--- config.mk ---
export PLATFORM = sky130hd
export DESIGN_NAME = alu_iter
export DESIGN_NICKNAME = d
export VERILOG_FILES = /design/src/rtl/alu_pkg.sv /design/src/rtl/alu_iter_mul.sv /design/src/rtl/alu_iter.sv
export SDC_FILE = /design/constraint.sdc
export NUM_CORES = 1
export LEC_CHECK = 0
export BUFFER_PORTS_ARGS = -buffer_cell sky130_fd_sc_hd__buf_4
export CORE_UTILIZATION = 55
export CTS_CLUSTER_DIAMETER = 60
export DETAILED_ROUTE_END_ITERATION = 6
export PLACE_DENSITY = 0.85
export SETUP_SLACK_MARGIN = 0.05
export SLEW_MARGIN = 15
export SYNTH_ARGS = -nofsm -noshare
export SYNTH_HDL_FRONTEND = slang
export SYNTH_HIERARCHICAL = 1
export SYNTH_SLANG_ARGS = --single-unit
--- constraint.sdc ---
create_clock -name clk_i -period 4 [get_ports clk_i]
set_input_delay 0.4 -clock clk_i [delete_from_list [all_inputs] [get_ports clk_i]]
set_output_delay 0.4 -clock clk_i [all_outputs]
set_load 0.005 [all_outputs]
--- src/rtl/alu_pkg.sv ---
// Shared definitions for the iterative execute-stage ALU: operation codes and FSM states.
package alu_pkg;

  localparam logic [3:0] ALU_AND  = 4'b0000;
  localparam logic [3:0] ALU_XOR  = 4'b0001;
  localparam logic [3:0] ALU_SLL  = 4'b0010;
  localparam logic [3:0] ALU_ADD  = 4'b0011;
  localparam logic [3:0] ALU_SUB  = 4'b0100;
  localparam logic [3:0] ALU_MUL  = 4'b0101;
  localparam logic [3:0] ALU_ADDI = 4'b0110;
  localparam logic [3:0] ALU_SRAI = 4'b0111;
  localparam logic [3:0] ALU_LDST = 4'b1000;
  localparam logic [3:0] ALU_BEQ  = 4'b1001;

  typedef enum logic {
    IDLE,
    MUL
  } alu_state_t;

endpackage

--- src/rtl/alu_iter_mul.sv ---
// Iterative shift-add multiplier consuming MUL_BITS multiplier bits per cycle.
// Define ALU_MUL_EARLY_TERM_EN to finish as soon as the remaining multiplier is zero.
module mul_iter #(
  parameter int WIDTH    = 32,
  parameter int MUL_BITS = 1
) (
  input  logic             clk_i,
  input  logic             rst_i,
  input  logic             start_i,
  input  logic             abort_i,
  input  logic [WIDTH-1:0] mcand_i,
  input  logic [WIDTH-1:0] mplier_i,
  output logic             done_o,
  output logic [WIDTH-1:0] product_o
);

  localparam int N  = WIDTH / MUL_BITS;
  localparam int CW = $clog2(N + 1);

  logic [WIDTH-1:0] mcand, mplier, acc;
  logic [CW-1:0]    cnt;
  logic [WIDTH-1:0] digit, acc_step, mplier_step;
  logic             busy, last;

  assign busy        = (cnt != '0);
  assign digit       = WIDTH'(mplier[MUL_BITS-1:0]);
  assign acc_step    = acc + mcand * digit;
  assign mplier_step = mplier >> MUL_BITS;

`ifdef ALU_MUL_EARLY_TERM_EN
  // Once the shifted-out multiplier is empty, the remaining steps would add nothing.
  assign last = busy && (mplier_step == '0);
`else
  assign last = (cnt == CW'(1));
`endif

  // The product of the completing step is presented combinationally so the
  // top can register it on the same edge.
  assign done_o    = last & ~abort_i;
  assign product_o = acc_step;

  // NOTE: datapath registers are reset along with the counter so a reset
  // mid-operation leaves no stale partial product visible anywhere.
  always_ff @(posedge clk_i or posedge rst_i) begin
    if (rst_i) begin
      mcand  <= '0;
      mplier <= '0;
      acc    <= '0;
      cnt    <= '0;
    end else if (abort_i) begin
      cnt <= '0;
    end else if (start_i) begin
      mcand  <= mcand_i;
      mplier <= mplier_i;
      acc    <= '0;
      cnt    <= CW'(N);
    end else if (busy) begin
      // NOTE: non-blocking updates so every register steps from the same old values.
      acc    <= acc_step;
      mcand  <= mcand << MUL_BITS;
      mplier <= mplier_step;
      cnt    <= last ? '0 : cnt - CW'(1);
    end
  end

endmodule

--- src/rtl/alu_iter.sv ---
// Execute-stage ALU: single-cycle ops plus an iterative multiply, registered outputs,
// valid/ready handshake. ALU_MUL_EARLY_TERM_EN enables early multiply completion.
module alu_iter
  import alu_pkg::*;
#(
  parameter int WIDTH    = 32,
  parameter int MUL_BITS = 1
) (
  input  logic             clk_i,
  input  logic             rst_i,
  input  logic             valid_i,
  output logic             ready_o,
  input  logic             flush_i,
  input  logic [3:0]       ALUCtrl_i,
  input  logic [WIDTH-1:0] data1_i,
  input  logic [WIDTH-1:0] data2_i,
  output logic [WIDTH-1:0] result_o,
  output logic             zero_o,
  output logic             valid_o
);

  localparam int SHW = $clog2(WIDTH);

  alu_state_t       state, state_n;
  logic [WIDTH-1:0] single_res, mul_product, result_n;
  logic [SHW-1:0]   shamt;
  logic             zero_n, valid_n;
  logic             accept, mul_start, mul_abort, mul_done;

  assign ready_o   = (state == IDLE);
  assign accept    = valid_i & ready_o & ~flush_i;
  assign mul_start = accept && (ALUCtrl_i == ALU_MUL);
  assign mul_abort = flush_i && (state == MUL);
  assign shamt     = data2_i[SHW-1:0];

  mul_iter #(
    .WIDTH    (WIDTH),
    .MUL_BITS (MUL_BITS)
  ) u_mul (
    .clk_i     (clk_i),
    .rst_i     (rst_i),
    .start_i   (mul_start),
    .abort_i   (mul_abort),
    .mcand_i   (data1_i),
    .mplier_i  (data2_i),
    .done_o    (mul_done),
    .product_o (mul_product)
  );

  // NOTE: a default before the case keeps this purely combinational (no latch).
  always_comb begin
    single_res = '0;
    case (ALUCtrl_i)
      ALU_AND:                     single_res = data1_i & data2_i;
      ALU_XOR:                     single_res = data1_i ^ data2_i;
      ALU_SLL:                     single_res = data1_i << shamt;
      ALU_ADD, ALU_ADDI, ALU_LDST: single_res = data1_i + data2_i;
      ALU_SUB, ALU_BEQ:            single_res = data1_i - data2_i;
      ALU_SRAI:                    single_res = WIDTH'($signed(data1_i) >>> shamt);
      default:                     single_res = '0;
    endcase
  end

  always_comb begin
    state_n  = state;
    result_n = result_o;
    zero_n   = zero_o;
    valid_n  = 1'b0;
    case (state)
      IDLE: begin
        if (mul_start) begin
          state_n = MUL;
        end else if (accept) begin
          result_n = single_res;
          zero_n   = (single_res == '0);
          valid_n  = 1'b1;
        end
      end
      MUL: begin
        if (flush_i) begin
          state_n = IDLE;
        end else if (mul_done) begin
          result_n = mul_product;
          zero_n   = (mul_product == '0);
          valid_n  = 1'b1;
          state_n  = IDLE;
        end
      end
      default: state_n = IDLE;
    endcase
  end

  always_ff @(posedge clk_i or posedge rst_i) begin
    if (rst_i) state <= IDLE;
    else       state <= state_n;
  end

  always_ff @(posedge clk_i or posedge rst_i) begin
    if (rst_i) begin
      result_o <= '0;
      zero_o   <= 1'b1;
      valid_o  <= 1'b0;
    end else begin
      result_o <= result_n;
      zero_o   <= zero_n;
      valid_o  <= valid_n;
    end
  end

endmodule
-- After elaboration in Yosys (flattened, before gate mapping)
Index checks and enable logic that the tools add are counted.
W data, S select, Z words.
- bits in read-only memories: 0
- word-level logic and storage cells: 79
- memories kept: 0
- memory bits (writable): 0
- register bits after elaboration: 137
- latch bits: 0
- shift operators: 2
- multiplexer cells: 30
- bitwise gates (word level): 8
- $lt $le $gt $ge: 0
- add/sub/neg operators: 4
- reduce and logical (&&, ||, !) cells: 12
- div/mod/pow operators: 0
- equality and inequality tests: 14
- multipliers: 1
- operators with widths (kind ; count):
    $mux W32 ; 10
    $pmux W32 S6 ; 1
    $add A32 B32 Y32 ; 2
    $logic_not A32 Y1 ; 2
    $pmux W32 S2 ; 1
    $and A32 B32 Y32 ; 1
    $mul A32 B1 Y32 ; 1
    $shl A32 B5 Y32 ; 1
    $sshr A32 B5 Y32 ; 1
    $sub A32 B32 Y32 ; 1
    $xor A32 B32 Y32 ; 1
    $mux W6 ; 4
    $eq A4 B3 Y1 const B ; 4
    $mux W1 ; 11
    $eq A4 B2 Y1 const B ; 2
    $eq A4 B4 Y1 const B ; 2
    $eq A6 B1 Y1 const B ; 1
    $pmux W1 S2 ; 3
    $reduce_bool A6 Y1 ; 1
    $sub A6 B1 Y6 const B ; 1
    $eq A4 B1 Y1 const B ; 1
    $logic_not A4 Y1 ; 1
    $ne A2 B1 Y1 const B ; 2
    $ne A2 B2 Y1 const B ; 2
    9 further kinds ; 14

-- Logic depth before layout (Yosys ltp)
- depth in word-level cells: 7
- mapped depth: 27
- depth with buffers taken out: 21

-- Modules after synthesis
The synthesis kept the hierarchy.
- by module, submodules not included (module ; sequential area each (µm²) ; times used ; cells each ; area each (µm²)):
    alu_iter ; 877.1 ; 1 ; 1249 ; 9220.1
    mul_iter ; 2552.4 ; 1 ; 727 ; 6525.0

-- Worst setup path before layout
No wires, ideal clock.
- kind: in2reg
- start point: input data2_i[0]
- end point: register zero_o
- path buffers: 6
- setup slack: -1.974 ns
- cell stages on the path: 27
- data required time: 3.914 ns
- arrival time: 5.888 ns
- path through: buf_6 -> buf_2 -> inv_1 -> buf_2 -> buf_2 -> buf_2 -> buf_2 -> ha_1 -> nand3_1 -> or3_1 -> or2_2 -> or3_1 -> nor2_1 -> nor2_1 -> xnor2_1 -> ha_1 -> and3_1 -> a221oi_1 -> and3_1 -> nand3_1 -> nand4_1 -> o311ai_0 -> a221oi_1 -> o211ai_1 -> nor4_1 -> nand4_1 -> o31ai_2
- word-level cells in the longest chain between the ends: 6
- elaborated cells between the ends (all ways): 11
- classes of those cells: 2 x add/sub; 2 x shift; 4 x mux; 2 x bitwise; 1 x reduce/logical
- ends and longest elaborated chain (element ; line ; text):
    start, declared ; alu_iter.sv:16 ; input logic [WIDTH-1:0] data2_i,
    $sub A32 B32 Y32, or another cell as far along ; alu_iter.sv:58 ; ALU_SUB, ALU_BEQ: single_res = data1_i - data2_i;
    $pmux W32 S6 * ; alu_iter.sv:53 ; case (ALUCtrl_i)
    $logic_not A32 Y1 * ; alu_iter.sv:75 ; zero_n = (single_res == '0);
    $mux W1 * ; alu_iter.sv:73 ; end else if (accept) begin
    $mux W1 * ; alu_iter.sv:71 ; if (mul_start) begin
    $pmux W1 S2 * ; alu_iter.sv:69 ; case (state)
    end signal, assigned ; alu_iter.sv:105 ; zero_o <= zero_n;
    end, declared ; alu_iter.sv:18 ; output logic zero_o,
Every way passes the cells marked *; elsewhere a longest branch is shown, timed or not. The select of a mux whose other input is x is not followed.
A chain may end at the register's enable or synchronous reset.

-- Worst setup path after layout
- start point: input ALUCtrl_i[0]
- end point: register zero_o
- word-level cells in the longest chain between the ends: 7
- elaborated cells between the ends (all ways): 20
- classes of those cells: 10 x eq/ne; 4 x mux; 6 x reduce/logical
- ends and longest elaborated chain (element ; line ; text):
    start, declared ; alu_iter.sv:14 ; input logic [3:0] ALUCtrl_i,
    $eq A4 B2 Y1, or another cell as far along ; alu_iter.sv:53 ;
    $reduce_or A3 Y1 or $reduce_or A2 Y1 (tied branches) ; alu_iter.sv:53 ;
    $pmux W32 S6 ; alu_iter.sv:53 ;
    $logic_not A32 Y1 ; alu_iter.sv:75 ;
    $mux W1 ; alu_iter.sv:73 ;
    $mux W1 ; alu_iter.sv:71 ;
    $pmux W1 S2 ; alu_iter.sv:69 ;
Parallel ways exist; a longest one is shown, timed or not. The select of a mux whose other input is x is not followed.

==> summary.md <==
| Metric | Value |
|---|---|
| Status | `complete, but fails checks` |
| Failing checks | `design-rule violations, negative setup slack` |
| Grt ovf | `0` |
| Core area | `27900 µm²` |
| Hold Vio Cnt, Final | `0` |
| First-iteration detailed-routing DRC count | `2920` |
| P&R area growth vs syn | `32.1%` |
| I/O Pins | `between 100 and 150` |
| GRT Total Usage | `around half` |
| CP max stage delay | `between 0.5 and 0.6 ns` |
| HPWL reported at the end of detailed placement | `between 50000 and 60000 µm` |
| Multi-input logic area | `12100 µm²` |
| H-tree level count | `4` |
| Crit path buffers/inverters | `4` |
| CTS clock-pin slew for the worst setup and hold paths | `0.07 ns` |
| Register-to-register setup slack | `-0.32 ns` |
| R2R depth | `17` |
| Routed vias | `19200` |
| Max-Cap Viols | `0` |
| Fin crit period | `4.35 ns` |
| Largest net degree at the start of global routing | `roughly 140` |
| Final std cells w/o fill | `between 2000 and 3000` |
| Post-CTS Hold Fix Bufs | `0` |
| Worst Slack Setup Final | `-0.355 ns` |
| Reg2reg end | `zero_o` |
| Avg WL per Cell | `about 27 µm` |
| Register area share after synthesis | `21.8%` |
| Worst Path Required | `4.39 ns` |
| Clock Latency Late Sink | `0.48 ns` |
| Routability cong. | `1.12` |
| Nets | `2550` |
| Relative slew slack | `40.6%` |
| # DRC | `13` |
| Final period util | `109%` |
| Leakage power | `9.63 nW` |
| Area after DPL | `19500 µm²` |
| WP data arrival | `4.74 ns` |
| Setup crit end kind | `flop` |
| RSZ-0062 raised after global routing | `true` |
| Area occupied by registers | `3430 µm²` |
| Finished Core Util | `74.4%` |
| Die Ht | `171 µm` |
| Synth Instances | `roughly 2000` |
| Routed Antenna Nets | `0` |
| Max Clk Rate | `0.230 GHz` |
| Initial antenna violation count | `4` |
| Unique cell type count in the Yosys netlist | `96` |
| Max Root-Sink Buffers | `2` |
| Critical path type | `in -> reg` |
| Drt pass-1 iters | `7` |
| Main synth FF type | `dfrtp_1` |
| Vias in the first global route | `18100` |
| CTS Sinks | `137` |
| Initial Util | `56.4%` |
| Synthesized area | `15700 µm²` |
| Total of fill cells in the finished design | `2010` |
| Placement Rows | `61` |
| Worst path most repeated cell | `buf_4` |
| Worst Clk Skew | `0.0205 ns` |
| CTS tree | `yes` |
| Die ar. | `roughly 29000 µm²` |
| Max-slew violation count | `0` |
| Critical path's top delay family | `simple AND/OR/NAND/NOR gates` |
| Seq cells post-synth | `137` |
| CP max FO | `12` |
| Port bufs | `about 110` |
| Final setup fails | `10` |
| CP max stage cell | `or3b_2` |
| HP Class | `in -> async` |
| CP Cell Sequence | `buf_4 -> or3b_2 -> a21o_1 -> buf_6 -> nand2_1 -> xor2_1 -> ha_1 -> a211o_1 -> o2111ai_1 -> nand3_1 -> xnor2_2 -> buf_4 -> o211ai_1 -> nor4_2 -> buf_4 -> nand4_1 -> nor4_2 -> nand4_1 -> o31ai_2` |
| Crit path launch type | `input port` |
| Clock Tree Root | `clkbuf_16` |
| Post-synth ARST share | `100%` |
| Layout cells sized above 1 | `30.3%` |
| Via density per instance | `6.91` |
| VDD IR max | `approximately 0.4 mV` |
| Post-Layout Inst Area | `20800 µm²` |
| Yosys warning total | `6` |
| Placed cell count | `2709` |
| Cts bufs inserted | `17` |
| Hold slack | `approximately 0.026 ns` |
| Die X | `around 170 µm` |
| R2R Path Start | `u_mul/mplier[0]` |
| Pwr dens | `410 nW/µm²` |
| Global-route wire length before repair | `107000 µm` |
| Avg Cell Area, Syn | `7.97 µm²` |
| EDFF count, synth | `0` |
| WL final | `about 74000 µm` |
| Worst slew pin tran | `0.892 ns` |
| Syn nets | `2148` |
[Yosys cell counts (all sizes together) (13+ instances only)]
cell type  count  area (µm²)
nand2        243         912
mux2i        187        1910
o21ai        183         916
nor2         157         592
dfrtp        136        3400
a21oi        126         634
ha            98        1230
clkbuf        90         338
xnor2         53         464
buf           50         267
inv           45         171
mux2          43         488
and2          38         238
nand3         38         195
a21o          33         248
nor3          31         155
nand4         29         181
xor2          29         254
a31oi         26         163
a22o          25         219
o211ai        25         188
o22ai         24         150
a221oi        20         181
mux4          18         405
nand2b        16         100
a211oi        14         105
or3           14        87.6
a22oi         13        97.6
nor4          13        81.3
[timing repair]
action	4_1_cts	5_1_grt
setup endpoints to repair	11	16
resized for setup	73	46
pin swaps	48	36
buffers inserted	17	13
[cells by family after synthesis]
logic type	Yosys count	synth area share (%)
simple gates	629	18.5
compound gates	594	24.4
flops	137	21.8
mux	248	17.8
fa+ha+maj	100	8.04
xor+xnor	82	4.56
buf+inv	186	4.95
[power by group]
part,switching [mW],internal [mW]
registers,0.305,1.80
logic,2.74,1.99
clock network,0.755,0.924
[registers in the layout, summed over array words and instances, names as in the netlist]
name	cells
result_o	32
state	1
u_mul/acc	32
u_mul/mcand	32
u_mul/cnt	6
u_mul/mplier	32
valid_o	1
zero_o	1
[how the worst max path moves through the flow]
stage                            start      to  slack (ns)  cells after the start
after floorplan             data2_i[0]  zero_o       -1.13                     27
after global placement      data2_i[0]  zero_o       -1.02                     22
after detailed placement    data2_i[0]  zero_o       -1.02                     21
after CTS                   data2_i[8]  zero_o       -0.20                     20
after global routing        data2_i[6]  zero_o       -0.51                     19
final                     ALUCtrl_i[0]  zero_o       -0.35                     19
[per-stage QoR]
step / TNS (ns) / setup slack, ns / power [mW]
4_1_cts: -0.506 / -0.203 / 8.19
2_1_floorplan: -8.90 / -1.13 / 4.42
3_3_place_gp: -7.85 / -1.02 / 6.17
3_5_place_dp: -9.68 / -1.02 / 6.34
5_1_grt: -3.08 / -0.513 / 8.81
6_report: -1.31 / -0.355 / 8.52
[worst reg2reg max path, stage by stage (launching register included)]
cell	delay (ns)
dfrtp_1	0.39
buf_4	0.22
and2_1	0.20
ha_1	0.32
a21oi_1	0.34
o21ai_0	0.19
a21o_1	0.19
a221o_1	0.31
a31oi_1	0.27
o21ai_1	0.20
xnor2_2	0.28
nor4_4	0.36
buf_4	0.18
nand4_1	0.13
nor4_2	0.33
buf_4	0.18
a22oi_1	0.08
o31ai_2	0.09
[cell usage in the layout (no fill, tap or decap), types with 33 or more instances in the layout]
| master | n |
|---|---|
| mux2_2 | 33 |
| inv_1 | 39 |
| a21oi_1 | 115 |
| a21o_1 | 33 |
| and2_1 | 36 |
| dfrtp_1 | 136 |
| nand3_1 | 35 |
| xnor2_1 | 51 |
| ha_1 | 95 |
| nand2_1 | 240 |
| mux2i_1 | 177 |
| o21ai_0 | 156 |
| buf_4 | 509 |
| nor2_1 | 146 |
[routing by layer]
metal  up-vias  global-route usage [%]  part of all wire [%]
li1       8158                       -                     -
met1      9121                    60.3                    37
met2      1472                    77.6                    44
met3       413                    13.2                    12
met4         6                    29.6                   7.5
met5         -                       0                 0.048
[cell type report]
cell class              count  area share, %
flip-flops and latches    137           16.5
diodes                      4         0.0481
repair buffers            523           19.3
inverters                  46          0.866
multi-input cells        1653           58.2
clock buffers              20           2.24
well taps                 378           2.27
clock inverters            12          0.608
Note: power is estimated with default switching activity, not from simulation.
